$ cat src/rtl/game_pkg.sv
// Shared definitions for the Chicken Cha-Cha-Cha game-flow logic: state codes,
// board size and player-count limits.
package game_pkg;

  localparam int unsigned NUM_TILES   = 12;
  localparam int unsigned TILE_IDX_W  = 4;
  localparam int unsigned PLAYER_W    = 2;
  localparam int unsigned MAX_PLAYERS = 4;
  localparam int unsigned MIN_PLAYERS = 2;

  typedef enum logic [2:0] {
    StIdle     = 3'd0,
    StWaitFlip = 3'd1,
    StCheck    = 3'd2,
    StMove     = 3'd3,
    StShowMiss = 3'd4,
    StAdvance  = 3'd5,
    StDone     = 3'd6
  } state_e;

  function automatic logic [2:0] clamp_players(logic [2:0] n);
    if (n < 3'(MIN_PLAYERS)) begin
      return 3'(MIN_PLAYERS);
    end else if (n > 3'(MAX_PLAYERS)) begin
      return 3'(MAX_PLAYERS);
    end
    return n;
  endfunction

endpackage

$ cat src/rtl/cycle_timer.sv
// Loadable down-counter; done_o flags the last counted cycle (count of 1) or an
// expired count.
module cycle_timer #(
  parameter int unsigned Width = 32
) (
  input  logic             clk_i,
  input  logic             rst_i,
  input  logic             load_i,
  input  logic [Width-1:0] load_val_i,
  input  logic             en_i,
  output logic             done_o
);

  logic [Width-1:0] count_q, count_d;

  always_comb begin
    count_d = count_q;
    if (load_i) begin
      count_d = load_val_i;
    end else if (en_i && (count_q != '0)) begin
      count_d = count_q - Width'(1);
    end
  end

  always_ff @(posedge clk_i or posedge rst_i) begin
    if (rst_i) begin
      count_q <= '0;
    end else begin
      count_q <= count_d;
    end
  end

  assign done_o = (count_q <= Width'(1));

endmodule

$ cat src/rtl/turn_sequencer.sv
// Game-flow controller: sequences reveal, match check, chicken move and miss display per turn.
// Define TURN_SEQ_TIMEOUT_EN to pass the turn after TIMEOUT_CYCLES without an accepted flip.
module turn_sequencer
  import game_pkg::*;
#(
  parameter int unsigned SHOW_CYCLES    = 25_000_000,
  parameter int unsigned TIMEOUT_CYCLES = 500_000_000
) (
  input  logic                 clk,
  input  logic                 rst,
  input  logic [2:0]           num_players,
  input  logic                 start,
  input  logic                 flip_req,
  input  logic [3:0]           flip_idx,
  input  logic                 match_valid,
  input  logic                 match,
  input  logic                 move_done,
  input  logic                 win,
  output logic [1:0]           cur_player,
  output logic                 reveal,
  output logic [3:0]           reveal_idx,
  output logic [NUM_TILES-1:0] revealed,
  output logic                 move_req,
  output logic                 hide_all,
  output logic                 turn_pulse,
  output logic [2:0]           phase,
  output logic                 winner_valid,
  output logic [1:0]           winner
);

  localparam int unsigned TimerMax = (SHOW_CYCLES > TIMEOUT_CYCLES) ? SHOW_CYCLES : TIMEOUT_CYCLES;
  localparam int unsigned TimerW   = $clog2(TimerMax + 1);
  localparam logic [TILE_IDX_W-1:0] NumTilesIdx = TILE_IDX_W'(NUM_TILES);

  state_e                  state_q, state_d;
  logic [1:0]              cur_q, cur_d;
  logic [2:0]              n_q, n_d;
  logic                    reveal_q, reveal_d;
  logic [3:0]              reveal_idx_q, reveal_idx_d;
  logic [NUM_TILES-1:0]    revealed_q, revealed_d;
  logic                    move_req_q, move_req_d;
  logic                    hide_q, hide_d;
  logic                    turn_q, turn_d;
  logic                    winner_valid_q, winner_valid_d;
  logic [1:0]              winner_q, winner_d;

  logic                    tmr_load, tmr_en, tmr_done;
  logic [TimerW-1:0]       tmr_val;
  logic                    flip_ok;

  // Out-of-range indices are rejected before the mask bit matters.
  assign flip_ok = flip_req && (flip_idx < NumTilesIdx) && !revealed_q[flip_idx];

  always_comb begin
    state_d        = state_q;
    cur_d          = cur_q;
    n_d            = n_q;
    reveal_d       = 1'b0;
    reveal_idx_d   = reveal_idx_q;
    revealed_d     = revealed_q;
    move_req_d     = 1'b0;
    hide_d         = 1'b0;
    turn_d         = 1'b0;
    winner_valid_d = winner_valid_q;
    winner_d       = winner_q;
    tmr_load       = 1'b0;
    tmr_val        = TimerW'(SHOW_CYCLES);
    tmr_en         = 1'b0;

    unique case (state_q)
      StIdle, StDone: begin
        if (start) begin
          n_d            = clamp_players(num_players);
          cur_d          = '0;
          revealed_d     = '0;
          winner_valid_d = 1'b0;
          state_d        = StWaitFlip;
        end
      end
      StWaitFlip: begin
`ifdef TURN_SEQ_TIMEOUT_EN
        tmr_en = 1'b1;
`endif
        if (&revealed_q) begin
          state_d = StAdvance;
        end else if (flip_ok) begin
          reveal_d               = 1'b1;
          reveal_idx_d           = flip_idx;
          revealed_d[flip_idx]   = 1'b1;
          state_d                = StCheck;
`ifdef TURN_SEQ_TIMEOUT_EN
        end else if (tmr_done) begin
          state_d = StAdvance;
`endif
        end
      end
      StCheck: begin
        if (match_valid) begin
          if (match) begin
            move_req_d = 1'b1;
            state_d    = StMove;
          end else begin
            tmr_load = 1'b1;
            state_d  = StShowMiss;
          end
        end
      end
      StMove: begin
        if (move_done) begin
          if (win) begin
            winner_d       = cur_q;
            winner_valid_d = 1'b1;
            state_d        = StDone;
          end else begin
            state_d = StWaitFlip;
          end
        end
      end
      StShowMiss: begin
        tmr_en = 1'b1;
        if (tmr_done) begin
          state_d = StAdvance;
        end
      end
      StAdvance: begin
        cur_d   = ({1'b0, cur_q} == (n_q - 3'd1)) ? 2'd0 : cur_q + 2'd1;
        state_d = StWaitFlip;
      end
      default: state_d = StIdle;
    endcase

    // Registered strobes must coincide with the ADVANCE cycle, so raise them on entry.
    if (state_d == StAdvance && state_q != StAdvance) begin
      hide_d     = 1'b1;
      turn_d     = 1'b1;
      revealed_d = '0;
    end

`ifdef TURN_SEQ_TIMEOUT_EN
    if (state_d == StWaitFlip && state_q != StWaitFlip) begin
      tmr_load = 1'b1;
      tmr_val  = TimerW'(TIMEOUT_CYCLES);
    end
`endif
  end

  always_ff @(posedge clk or posedge rst) begin
    if (rst) begin
      state_q        <= StIdle;
      cur_q          <= '0;
      n_q            <= 3'(MIN_PLAYERS);
      reveal_q       <= 1'b0;
      reveal_idx_q   <= '0;
      revealed_q     <= '0;
      move_req_q     <= 1'b0;
      hide_q         <= 1'b0;
      turn_q         <= 1'b0;
      winner_valid_q <= 1'b0;
      winner_q       <= '0;
    end else begin
      state_q        <= state_d;
      cur_q          <= cur_d;
      n_q            <= n_d;
      reveal_q       <= reveal_d;
      reveal_idx_q   <= reveal_idx_d;
      revealed_q     <= revealed_d;
      move_req_q     <= move_req_d;
      hide_q         <= hide_d;
      turn_q         <= turn_d;
      winner_valid_q <= winner_valid_d;
      winner_q       <= winner_d;
    end
  end

  cycle_timer #(
    .Width(TimerW)
  ) u_timer (
    .clk_i      (clk),
    .rst_i      (rst),
    .load_i     (tmr_load),
    .load_val_i (tmr_val),
    .en_i       (tmr_en),
    .done_o     (tmr_done)
  );

  assign cur_player   = cur_q;
  assign reveal       = reveal_q;
  assign reveal_idx   = reveal_idx_q;
  assign revealed     = revealed_q;
  assign move_req     = move_req_q;
  assign hide_all     = hide_q;
  assign turn_pulse   = turn_q;
  assign phase        = state_q;
  assign winner_valid = winner_valid_q;
  assign winner       = winner_q;

endmodule

$ cat config.mk
export PLATFORM = sky130hd
export DESIGN_NAME = turn_sequencer
export DESIGN_NICKNAME = d
export VERILOG_FILES = /design/src/rtl/game_pkg.sv /design/src/rtl/cycle_timer.sv /design/src/rtl/turn_sequencer.sv
export SDC_FILE = /design/constraint.sdc
export NUM_CORES = 1
export LEC_CHECK = 0
export ABC_AREA = 0
export CAP_MARGIN = 25
export CORE_UTILIZATION = 40
export DETAILED_ROUTE_END_ITERATION = 6
export SETUP_SLACK_MARGIN = 0.4
export SYNTH_ARGS = -nofsm -noshare
export SYNTH_HDL_FRONTEND = slang
export SYNTH_SLANG_ARGS = --single-unit
$ cat constraint.sdc
create_clock -name clk -period 3.95 [get_ports clk]
set_input_delay 0.395 -clock clk [delete_from_list [all_inputs] [get_ports clk]]
set_output_delay 0.395 -clock clk [all_outputs]
set_load 0.005 [all_outputs]
==> summary.txt, run 1 <==
Detailed routing
  – Mean number of vias per cell: 5.65
  – Routed len/inst: 15.2 um
  – Remaining DRCs: 0
  – Final WL: 7.26 mm
  – 1st-iter DRT viols: 120
  – Via count: 2689
  – TritonRoute pass-1 iters: 4
  – Antenna viol nets, final: 0

STA
  – F_max: 393 MHz
  – Final setup viols: 0
  – Clock Skew: 0.00926 ns
  – Final min period: 2.54 ns
  – Rel. slew slack: 38.7%
  – Final hold vios: 0
  – Post-route clock period utilization: 64.4%
  – Worst-Margin Slew: 0.917 ns
  – Unrepaired setup endpoints after global routing: no
  – Slew Viols, Final: 0
  – Setup ws final: 1.41 ns
  – Setup TNS: 0 ns

Cells and area
  – Commonest non-fill, non-tap cell in the layout: dfrtp_1
  – Final cell count without fillers: 476
  – Final-stage net count: 388
  – ANT cells: 0
  – Final core occ: 51.0%
  – Commonest non-fill, non-tap cells in the layout: dfrtp_1 (58), clkdlybuf4s50_1 (42), nor2_1 (26)
  – Share of cells above drive strength 1: 11.5%
  – Area growth syn-to-layout: 22.7%

Floorplan
  – Starting Density: 41.6%
  – Die Span X: 91.9 um
  – Core region area: 7770 um2
  – Die Span Y: 91.9 um
  – Io pins: 43
  – Die ar.: 8440 um2
  – Floorplan row count: 32

GRT
  – Grt peak-use layer: met2
  – Met2 GRT Util: 27.3%
  – Grt ovf: 0
  – Largest net degree at the start of global routing: 32
  – Initial antenna violation count: 0
  – First-pass GRT wire length: 12.3 mm
  – GRT Overall Usage: 18.7%
  – GR Layer Usage met3: 3.73%
  – GRT met1 Usage: 26.8%
  – Vias in the first global route: 2504

Power
  – Leak pwr: 1.57 nW
  – VDD IR max: 0.269 mV
  – Flop pwr share: 40.0%
  – Clock power share: 25.5%
  – Comb power frac: 34.5%
  – Tot Pwr: 0.00263 W
  – Psw: 0.000904 W
  – Internal power: 0.00173 W
  – Cell Pwr Density: 664 nW/um2
  – Sw Ratio: 34.4%

Clocking
  – Post-CTS resize count: 0
  – Root Driver: clkbuf_8
  – CTS sink count: 59
  – Setup repair bufs after CTS: 0
  – Cts-stage hold buffer count: 0
  – Clk Latency, worst-skew pair: 0.34 ns
  – CTS tree: done
  – H-Tree Depth: 3
  – Clock-pin slew on the worst setup and hold paths: 0.07 ns
  – CTS Buf Count: 9
  – Clock Path Buffers: 2

Synthesis
  – Syn_area_per_cell: 9.76 um2
  – Post-synthesis cell area: 3230 um2
  – Area share of the largest cell type after synthesis: 44.9%
  – Area leader, netlist: dfrtp_1
  – Ys flop type: dfrtp_1
  – Total nets after synthesis: 350
  – Synth warnings: 0
  – Area contributors post-synth: dfrtp_1 (45%), a21oi_1 (3.9%), mux2i_1 (3.4%)
  – FF+latch count, synth: 59
  – Post-synth EDFFs: 0
  – Synth Instances: 331
  – Synth unique cells: 51
  – FFs w/ async S/R, synth: 100%
  – Register area share after synthesis: 45.7%

Hold path
  – Worst hold-check path type: input pin to asynchronous set/reset pin

Placement
  – Post-Place Cells: 460
  – Pre-CTS setup slack: 1.09 ns
  – Port Buffers: 42
  – Global placer's final weighted congestion: 0.804
  – Post-DP HPWL: 5.09 mm

Worst setup path
  – CP Cell Sequence: nor3b_2 -> nand3_1 -> a311o_1 -> or4b_1 -> a21oi_1
  – Largest stage delay, worst path: 0.62 ns
  – WP data required: 4.22 ns
  – FF-to-FF Start: phase[2]$_DFF_PP0_
  – Setup Crit Path Kind: register to register
  – Crit end category: register
  – FF-to-FF path depth: 5
  – Worst R2R End: u_timer.count_q[10]$_DFFE_PP0P_
  – Worst EP arrival: 2.81 ns
  – Flop-to-flop setup slack: 1.41 ns
  – Crit-path slowest cell: dfrtp_1
  – CP max FO: 20
  – Startpoint types: register

Status
  – Status: finished, final reports clean

Flow run
  – Max-cap viol count: 0
-- cell usage after synthesis (2+ instances only) --
cell type,count
or4_1,9
nor2b_1,2
a21oi_1,25
xor2_1,4
buf_1,2
and3_1,6
o41ai_1,2
buf_2,6
a311oi_1,3
nand3_1,21
nand2_1,21
o21ai_0,14
nand4b_1,3
or3_1,16
nor2_1,26
buf_6,2
dfrtp_1,58
nor3_1,5
nor3b_1,3
ha_1,4
nor4_1,7
nand4_1,9
mux4_2,2
or2_2,5
o31ai_1,8
nand2b_1,5
and4_1,3
mux2_2,6
inv_1,9
mux2i_1,11
clkbuf_1,6
or3b_2,4
a311o_1,3
o21a_1,4
-- worst max path at each step --
stage                        from                              end  slack, ns
3_5_place_dp          flip_idx[1]        reveal_idx[1]$_DFFE_PP0P_       1.09
3_3_place_gp          flip_idx[1]        reveal_idx[3]$_DFFE_PP0P_       1.14
6_report       phase[2]$_DFF_PP0_  u_timer.count_q[10]$_DFFE_PP0P_       1.41
4_1_cts        phase[2]$_DFF_PP0_  u_timer.count_q[10]$_DFFE_PP0P_       1.39
2_1_floorplan         flip_idx[1]        reveal_idx[1]$_DFFE_PP0P_       1.84
5_1_grt        phase[2]$_DFF_PP0_  u_timer.count_q[10]$_DFFE_PP0P_       1.15
-- layer usage --
| metal | share of wire, % | vias up |
|---|---|---|
| li1 | - | 1317 |
| met1 | 51 | 1310 |
| met2 | 44 | 53 |
| met3 | 3.4 | 9 |
| met4 | 1.8 | 0 |
| met5 | 0 | - |
-- final cells by class --
type / instances / area (um2)
clock buffers: 13 / 179
clock inverters: 3 / 67.6
fillers: 742 / 3800
inverters: 9 / 33.8
multi-input cells: 246 / 1630
flip-flops and latches: 59 / 1480
well taps: 102 / 128
repair buffers: 44 / 448
-- cell families (layout without fill, tap and decap cells) --
logic type / after synthesis / after routing / share of synthesized area (%)
XOR/XNOR: 5 / 5 / 1.36
multiplexers: 21 / 21 / 7.71
buffers and inverters: 26 / 69 / 3.83
flip-flops: 59 / 59 / 45.7
AO/OA/AOI/OAI: 66 / 66 / 12.9
adder cells (fa/ha/maj): 4 / 4 / 1.55
AND/OR/NAND/NOR: 150 / 150 / 26.9
-- critical path, delay by kind of cell (launching register included) --
kind | cells | cell delay (ns)
DFF | 1 | 0.62
AOI/OAI and AO/OA | 2 | 0.73
and+or+nand+nor | 3 | 1.11
-- sequential cells by signal (all words and copies together), names as in the netlist --
signal and flops:
move_req 1, cur_player 2, reveal 1, turn_pulse 1, reveal_idx 4, winner_valid 1
u_timer.count_q 29, winner 2, phase 3, revealed 12, n_q 3
-- power by group through the flow --
stage | clock network (W) | logic, W | registers (W)
2_1_floorplan | 0 | 0.000614 | 0.000976
3_3_place_gp | 0 | 0.000899 | 0.00106
3_5_place_dp | 0 | 0.000915 | 0.00106
4_1_cts | 0.000684 | 0.000918 | 0.00105
5_1_grt | 0.000715 | 0.00102 | 0.00109
6_report | 0.000671 | 0.000910 | 0.00105
-- per-stage QoR --
| stage | area, um2 | hold slack [ns] |
|---|---|---|
| 3_3_place_gp | 3700 | 0.470 |
| 5_1_grt | 3960 | 0.432 |
| 2_1_floorplan | 3230 | 0.445 |
| 3_5_place_dp | 3720 | 0.485 |
| 6_report | 3960 | 0.396 |
| 4_1_cts | 3960 | 0.405 |
No activity file was read; power rests on OpenSTA's default activity.
==> run 2: changes to the inputs <==
==> constraint.sdc (replaced) <==
create_clock -name clk -period 2.1 [get_ports clk]
set_input_delay 0.21 -clock clk [delete_from_list [all_inputs] [get_ports clk]]
set_output_delay 0.21 -clock clk [all_outputs]
set_load 0.005 [all_outputs]
==> summary.txt, run 2 (synthesis results as in run 1) <==
STA
  – Worst-Margin Slew: 0.493 ns (-0.424 ns)
  – Clock Skew: 0.00665 ns (-0.00261 ns)
  – Slew Viols, Final: 0 (unchanged)
  – Rel. slew slack: 67.2% (+28 points)
  – Setup TNS: 0 ns (unchanged)
  – Post-route clock period utilization: 100% (+36 points)
  – Hold Slack: 0.259 ns (-0.137 ns)
  – Final setup viols: 0 (unchanged)
  – Unrepaired setup endpoints after global routing: yes
  – F_max: 476 MHz (+21%)
  – Final hold vios: 0 (unchanged)
  – Final min period: 2.10 ns (-0.444 ns)

Placement
  – Port Buffers: 42 (unchanged)
  – Global placer's final weighted congestion: 0.849 (+5.6%)
  – Post-Place Cells: 511 (+11%)
  – Post-DP HPWL: 5.63 mm (+11%)

Flow run
  – Max-cap viol count: 0 (unchanged)

Clocking
  – H-Tree Depth: 3 (unchanged)
  – Cts-stage hold buffer count: 0 (unchanged)
  – CTS sink count: 59 (unchanged)
  – Clock-pin slew on the worst setup and hold paths: 0.06 ns (about the same)
  – CTS Buf Count: 9 (unchanged)
  – Clock Path Buffers: 2 (unchanged)
  – Clk Latency, worst-skew pair: 0.34 ns (about the same)
  – CTS tree: done
  – Root Driver: clkbuf_8

Worst setup path
  – Startpoint types: register
  – Flop-to-flop setup slack: 0.0007 ns (-1.41 ns)
  – Crit end category: register
  – Worst R2R End: u_timer.count_q[24]$_DFFE_PP0P_
  – WP data required: 2.37 ns (-1.85 ns)
  – Setup Crit Path Kind: register to register
  – Crit path from: u_timer.count_q[2]$_DFFE_PP0P_
  – CP max FO: 8 (-60%)
  – Worst EP arrival: 2.37 ns (-0.44 ns)
  – CP Capture Point: u_timer.count_q[24]$_DFFE_PP0P_
  – FF-to-FF path depth: 6 (+1)
  – FF-to-FF Start: u_timer.count_q[2]$_DFFE_PP0P_

Cells and area
  – Final-stage net count: 474 (+22%)
  – Area growth syn-to-layout: 56.8%
  – Commonest non-fill, non-tap cells in the layout: buf_4 (61), dfrtp_1 (58), clkdlybuf4s50_1 (39)
  – Commonest non-fill, non-tap cell in the layout: buf_4
  – Share of cells above drive strength 1: 39.6% (+28 points)
  – Final cell count without fillers: 559 (+17%)
  – Fillers: 614 (-17%)
  – Biggest register: u_timer.count_q
  – ANT cells: 0 (unchanged)
  – Max reg flops: 29 (unchanged)

Detailed routing
  – Via count: 3073 (+14%)
  – Routed len/inst: 15.6 um (+2.7%)
  – Final WL: 8.75 mm (+21%)
  – 1st-iter DRT viols: 115 (-4.2%)
  – TritonRoute pass-1 iters: 4 (unchanged)
  – Remaining DRCs: 0 (unchanged)
  – Antenna viol nets, final: 0 (unchanged)
  – Mean number of vias per cell: 5.50 (-2.7%)

Status
  – Status: finished, final reports clean

Floorplan
  – Io pins: 43 (unchanged)
  – Die ar.: 8440 um2 (unchanged)
  – Core region area: 7770 um2 (unchanged)
  – Die Span X: 91.9 um (unchanged)
  – Floorplan row count: 32 (unchanged)
  – Starting Density: 41.6% (unchanged)
  – Die Span Y: 91.9 um (unchanged)

Power
  – Tot Pwr: 0.00565 W (+110%)
  – Leak pwr: 2.11 nW (+34%)
  – VDD IR max: 0.777 mV (+190%)
  – Cell Pwr Density: 1120 nW/um2 (+68%)

GRT
  – Vias in the first global route: 3167 (+26%)
  – First-pass GRT wire length: 14.6 mm (+18%)
  – Initial antenna violation count: 0 (unchanged)
  – GRT Overall Usage: 21.9% (+3.2 points)
  – Largest net degree at the start of global routing: 60 (+88%)
  – Grt ovf: 0 (unchanged)

Hold path
  – Worst hold-check path type: input pin to asynchronous set/reset pin
==> run 2: cell types whose count changed in the layout (fill, tap and decap cells not counted), moves of 7 or more <==
cell    change
nor2_1     -12
buf_4      +60
buf_6      +23
nor2_2      +7
==> run 2: worst max-delay path, cell delays in order, from the launching register on <==
cell and delay [ns]:
dfrtp_1 0.41, nor4_4 0.33, nand3_1 0.15, a311o_2 0.48
buf_12 0.17, or4_4 0.42, nand3_2 0.09
==> run 2: worst min-delay path by stage <==
| stage | startpoint | to | slack [ns] | depth (start not counted) |
|---|---|---|---|---|
| global placement | winner[1]$_DFFE_PP0P_ | winner[1]$_DFFE_PP0P_ | 0.49 | 1 |
| detailed placement | winner[1]$_DFFE_PP0P_ | winner[1]$_DFFE_PP0P_ | 0.50 | 1 |
| global route | rst | u_timer.count_q[9]$_DFFE_PP0P_ | 0.31 | 3 |
| finish | rst | u_timer.count_q[20]$_DFFE_PP0P_ | 0.26 | 3 |
| floorplan | num_players[2] | n_q[1]$_DFFE_PP1P_ | 0.26 | 1 |
| CTS | rst | u_timer.count_q[9]$_DFFE_PP0P_ | 0.26 | 3 |
==> run 2: cell type report <==
class	count	area [um2]	share of cell area, %
Timing Repair Buffer	129	1210	23.9
Clock buffer	13	149	2.94
Inverter	9	33.8	0.667
Multi-Input combinational cell	247	2070	40.8
Sequential cell	59	1480	29.2
Tap cell	102	128	2.52
==> run 2: power by group <==
part / switching, W / total, W / internal, W
registers: 0.000332 / 0.00184 / 0.00151
clock network: 0.000422 / 0.000864 / 0.000442
logic: 0.00130 / 0.00294 / 0.00164
total: 0.00206 / 0.00565 / 0.00359
==> run 2: metrics by stage <==
step	area, um2	utilization (%)	setup WS (ns)
2_1_floorplan	3350	-	0.135
3_3_place_gp	4190	53.9	-0.286
3_5_place_dp	4190	53.9	-0.317
4_1_cts	4840	62.3	0.0712
5_1_grt	5060	65.2	-0.0967
6_report	5060	65.2	0.000716
==> run 2: routing by layer <==
metal | share of wire, % | global-route usage (%)
met4 | 2.6 | 10.8
met5 | 0 | 0
met1 | 44 | 26.4
met2 | 51 | 37.3
met3 | 2.7 | 4.06
==> run 2: what timing repair did <==
item	CTS	global route
gates resized for setup	56	47
cloned	2	0
pin swaps	30	16
setup endpoints to repair	47	51
buffers inserted	30	3
==> run 3: changes to the inputs <==
--- a/config.mk
+++ b/config.mk
@@ -7,6 +7,7 @@
 export LEC_CHECK = 0
 export ABC_AREA = 0
 export CAP_MARGIN = 25
+export CORE_MARGIN = 3
 export CORE_UTILIZATION = 40
 export DETAILED_ROUTE_END_ITERATION = 6
 export SETUP_SLACK_MARGIN = 0.4
==> summary.txt, run 3 (synthesis results as in run 1) <==
Status
  – Status: finished, final reports clean

Worst setup path
  – WP depth: 6 (unchanged)
  – WP data required: 2.37 ns (about the same)
  – CP top delay family: simple AND/OR/NAND/NOR gates
  – FF-to-FF path depth: 6 (unchanged)
  – Flop-to-flop setup slack: 0.03 ns (+0.03 ns)
  – Startpoint types: register
  – CP max FO: 8 (unchanged)
  – CP Capture Point: u_timer.count_q[18]$_DFFE_PP0P_
  – Crit end category: register
  – Largest stage delay, worst path: 0.41 ns (-0.07 ns)
  – FF-to-FF Start: u_timer.count_q[2]$_DFFE_PP0P_
  – Crit path from: u_timer.count_q[2]$_DFFE_PP0P_
  – Setup Crit Path Kind: register to register
  – Worst EP arrival: 2.34 ns (-0.03 ns)
  – CP Cell Sequence: nor4_4 -> nand3_2 -> a311o_1 -> buf_4 -> or4_1 -> nand3_1
  – Crit-path slowest cell: dfrtp_1
  – Worst R2R End: u_timer.count_q[18]$_DFFE_PP0P_
  – WP buf/inv: 1 (unchanged)

Floorplan
  – Die Span Y: 95.9 um (+4.4%)
  – Starting Density: 41.6% (unchanged)
  – Floorplan row count: 32 (unchanged)
  – Core region area: 7770 um2 (unchanged)
  – Die Span X: 95.9 um (+4.4%)
  – Die ar.: 9190 um2 (+8.9%)
  – Io pins: 43 (unchanged)

GRT
  – Initial antenna violation count: 0 (unchanged)
  – Grt peak-use layer: met2
  – GR Layer Usage met3: 4.07% (about the same)
  – First-pass GRT wire length: 14.3 mm (-2.1%)
  – Grt ovf: 0 (unchanged)
  – Met2 GRT Util: 34.9% (-2.4 points)
  – GRT Overall Usage: 19.8% (-2.0 points)
  – Vias in the first global route: 3107 (-1.9%)
  – Largest net degree at the start of global routing: 24 (-60%)
  – GRT met1 Usage: 23.9% (-2.4 points)

Cells and area
  – Multi-input logic area: 2010 um2 (-2.7%)
  – Biggest register: u_timer.count_q
  – Commonest non-fill, non-tap cells in the layout: dfrtp_1 (56), buf_4 (56), clkdlybuf4s50_1 (40)
  – Area growth syn-to-layout: 52.8%
  – Fillers: 645 (+5.0%)
  – Share of cells above drive strength 1: 36.9% (-2.7 points)
  – Reg area: 1480 um2 (+0.17%)
  – Final-stage net count: 466 (-1.7%)
  – Final instance area: 4940 um2 (-2.5%)
  – ANT cells: 0 (unchanged)
  – Max reg flops: 29 (unchanged)

Clocking
  – CTS Buf Count: 9 (unchanged)
  – Clock-pin slew on the worst setup and hold paths: 0.07 ns (about the same)
  – H-Tree Depth: 3 (unchanged)
  – Clock Path Buffers: 2 (unchanged)
  – Cts-stage hold buffer count: 0 (unchanged)
  – CTS tree: done
  – CTS sink count: 59 (unchanged)
  – Clk Latency, worst-skew pair: 0.34 ns (about the same)
  – Root Driver: clkbuf_8

Detailed routing
  – Mean number of vias per cell: 5.44 (-1.0%)
  – TritonRoute pass-1 iters: 4 (unchanged)
  – 1st-iter DRT viols: 93 (-19%)
  – Antenna viol nets, final: 0 (unchanged)
  – Via count: 3015 (-1.9%)
  – Routed len/inst: 15.8 um (+1.1%)
  – Remaining DRCs: 0 (unchanged)
  – Final WL: 8.76 mm (+0.17%)

Placement
  – Area after DPL: 4120 um2 (-1.6%)
  – Global placer's final weighted congestion: 0.831 (-2.1%)
  – Port Buffers: 42 (unchanged)
  – Post-DP HPWL: 5.92 mm (+5.1%)

Power
  – Leak pwr: 2.01 nW (-4.3%)
  – VDD IR max: 0.666 mV (-14%)
  – Cell Pwr Density: 1150 nW/um2 (+3.1%)
  – Tot Pwr: 0.00568 W (+0.51%)

STA
  – Post-route clock period utilization: 98.7% (-1.2 points)
  – Final hold vios: 0 (unchanged)
  – Clock Skew: 0.00945 ns (+0.00280 ns)
  – Final min period: 2.07 ns (-0.0260 ns)
  – F_max: 482 MHz (+1.3%)
  – Unrepaired setup endpoints after global routing: yes
  – Final setup viols: 0 (unchanged)
  – Worst-Margin Slew: 0.565 ns (+0.0721 ns)
  – Slew Viols, Final: 0 (unchanged)
  – Rel. slew slack: 62.2% (-4.9 points)

Hold path
  – Worst hold-check path type: input pin to asynchronous set/reset pin

Flow run
  – Max-cap viol count: 0 (unchanged)
==> run 3: changes by cell type in the layout (fill, tap and decap cells not counted), sizes merged <==
| cell | change |
|---|---|
| buf | -6 |
| bufbuf | -1 |
| dlygate4sd2 | -1 |
| clkdlybuf4s50 | +1 |
| clkinv | +3 |
| a311o | -1 |
==> run 3: what timing repair did <==
action,in CTS,in global routing
endpoints found under the setup margin,52,52
buffers inserted,20,14
resized for setup,50,43
gates cloned,0,0
pin swaps,17,36
==> run 3: power breakdown <==
group / internal [W] / switching, W
clock network: 0.000456 / 0.000444
registers: 0.00151 / 0.000354
logic: 0.00163 / 0.00128
==> run 3: how the worst min path moves through the flow <==
stage | start | end | slack, ns | cells after the start
after floorplan | num_players[2] | n_q[1]$_DFFE_PP1P_ | 0.26 | 1
after global placement | winner[1]$_DFFE_PP0P_ | winner[1]$_DFFE_PP0P_ | 0.49 | 1
after detailed placement | reveal_idx[0]$_DFFE_PP0P_ | reveal_idx[0]$_DFFE_PP0P_ | 0.48 | 1
after CTS | rst | revealed[0]$_DFFE_PP0P_ | 0.24 | 2
after global routing | rst | revealed[2]$_DFFE_PP0P_ | 0.29 | 2
final | rst | revealed[0]$_DFFE_PP0P_ | 0.24 | 2
==> run 3: per-stage QoR <==
stage,hold WS (ns),worst slack [ns],TNS (ns),utilization (%),cells
after global routing,0.286,-0.0332,-0.0819,63.6,554
after global placement,0.490,-0.294,-2.25,53.1,504
after detailed placement,0.483,-0.328,-2.44,53.1,504
after CTS,0.244,0.117,0,59.7,540
final,0.239,0.0267,0,63.6,554
after floorplan,0.260,0.135,0,-,331
==> run 3: final cells by class <==
class | instances | area share, %
multi-input combinational | 246 | 40.7
sequential | 59 | 30.0
timing repair buffer | 122 | 22.7
clock buffer | 13 | 3.02
tap | 102 | 2.58
inverter | 9 | 0.684
clock inverter | 3 | 0.304
==> run 3: routing by layer <==
metal | wire [um] | vias to the layer above
li1 | - | 1472
met1 | 3810 | 1484
met2 | 4570 | 45
met3 | 233 | 14
met4 | 155 | 0
met5 | 0 | -
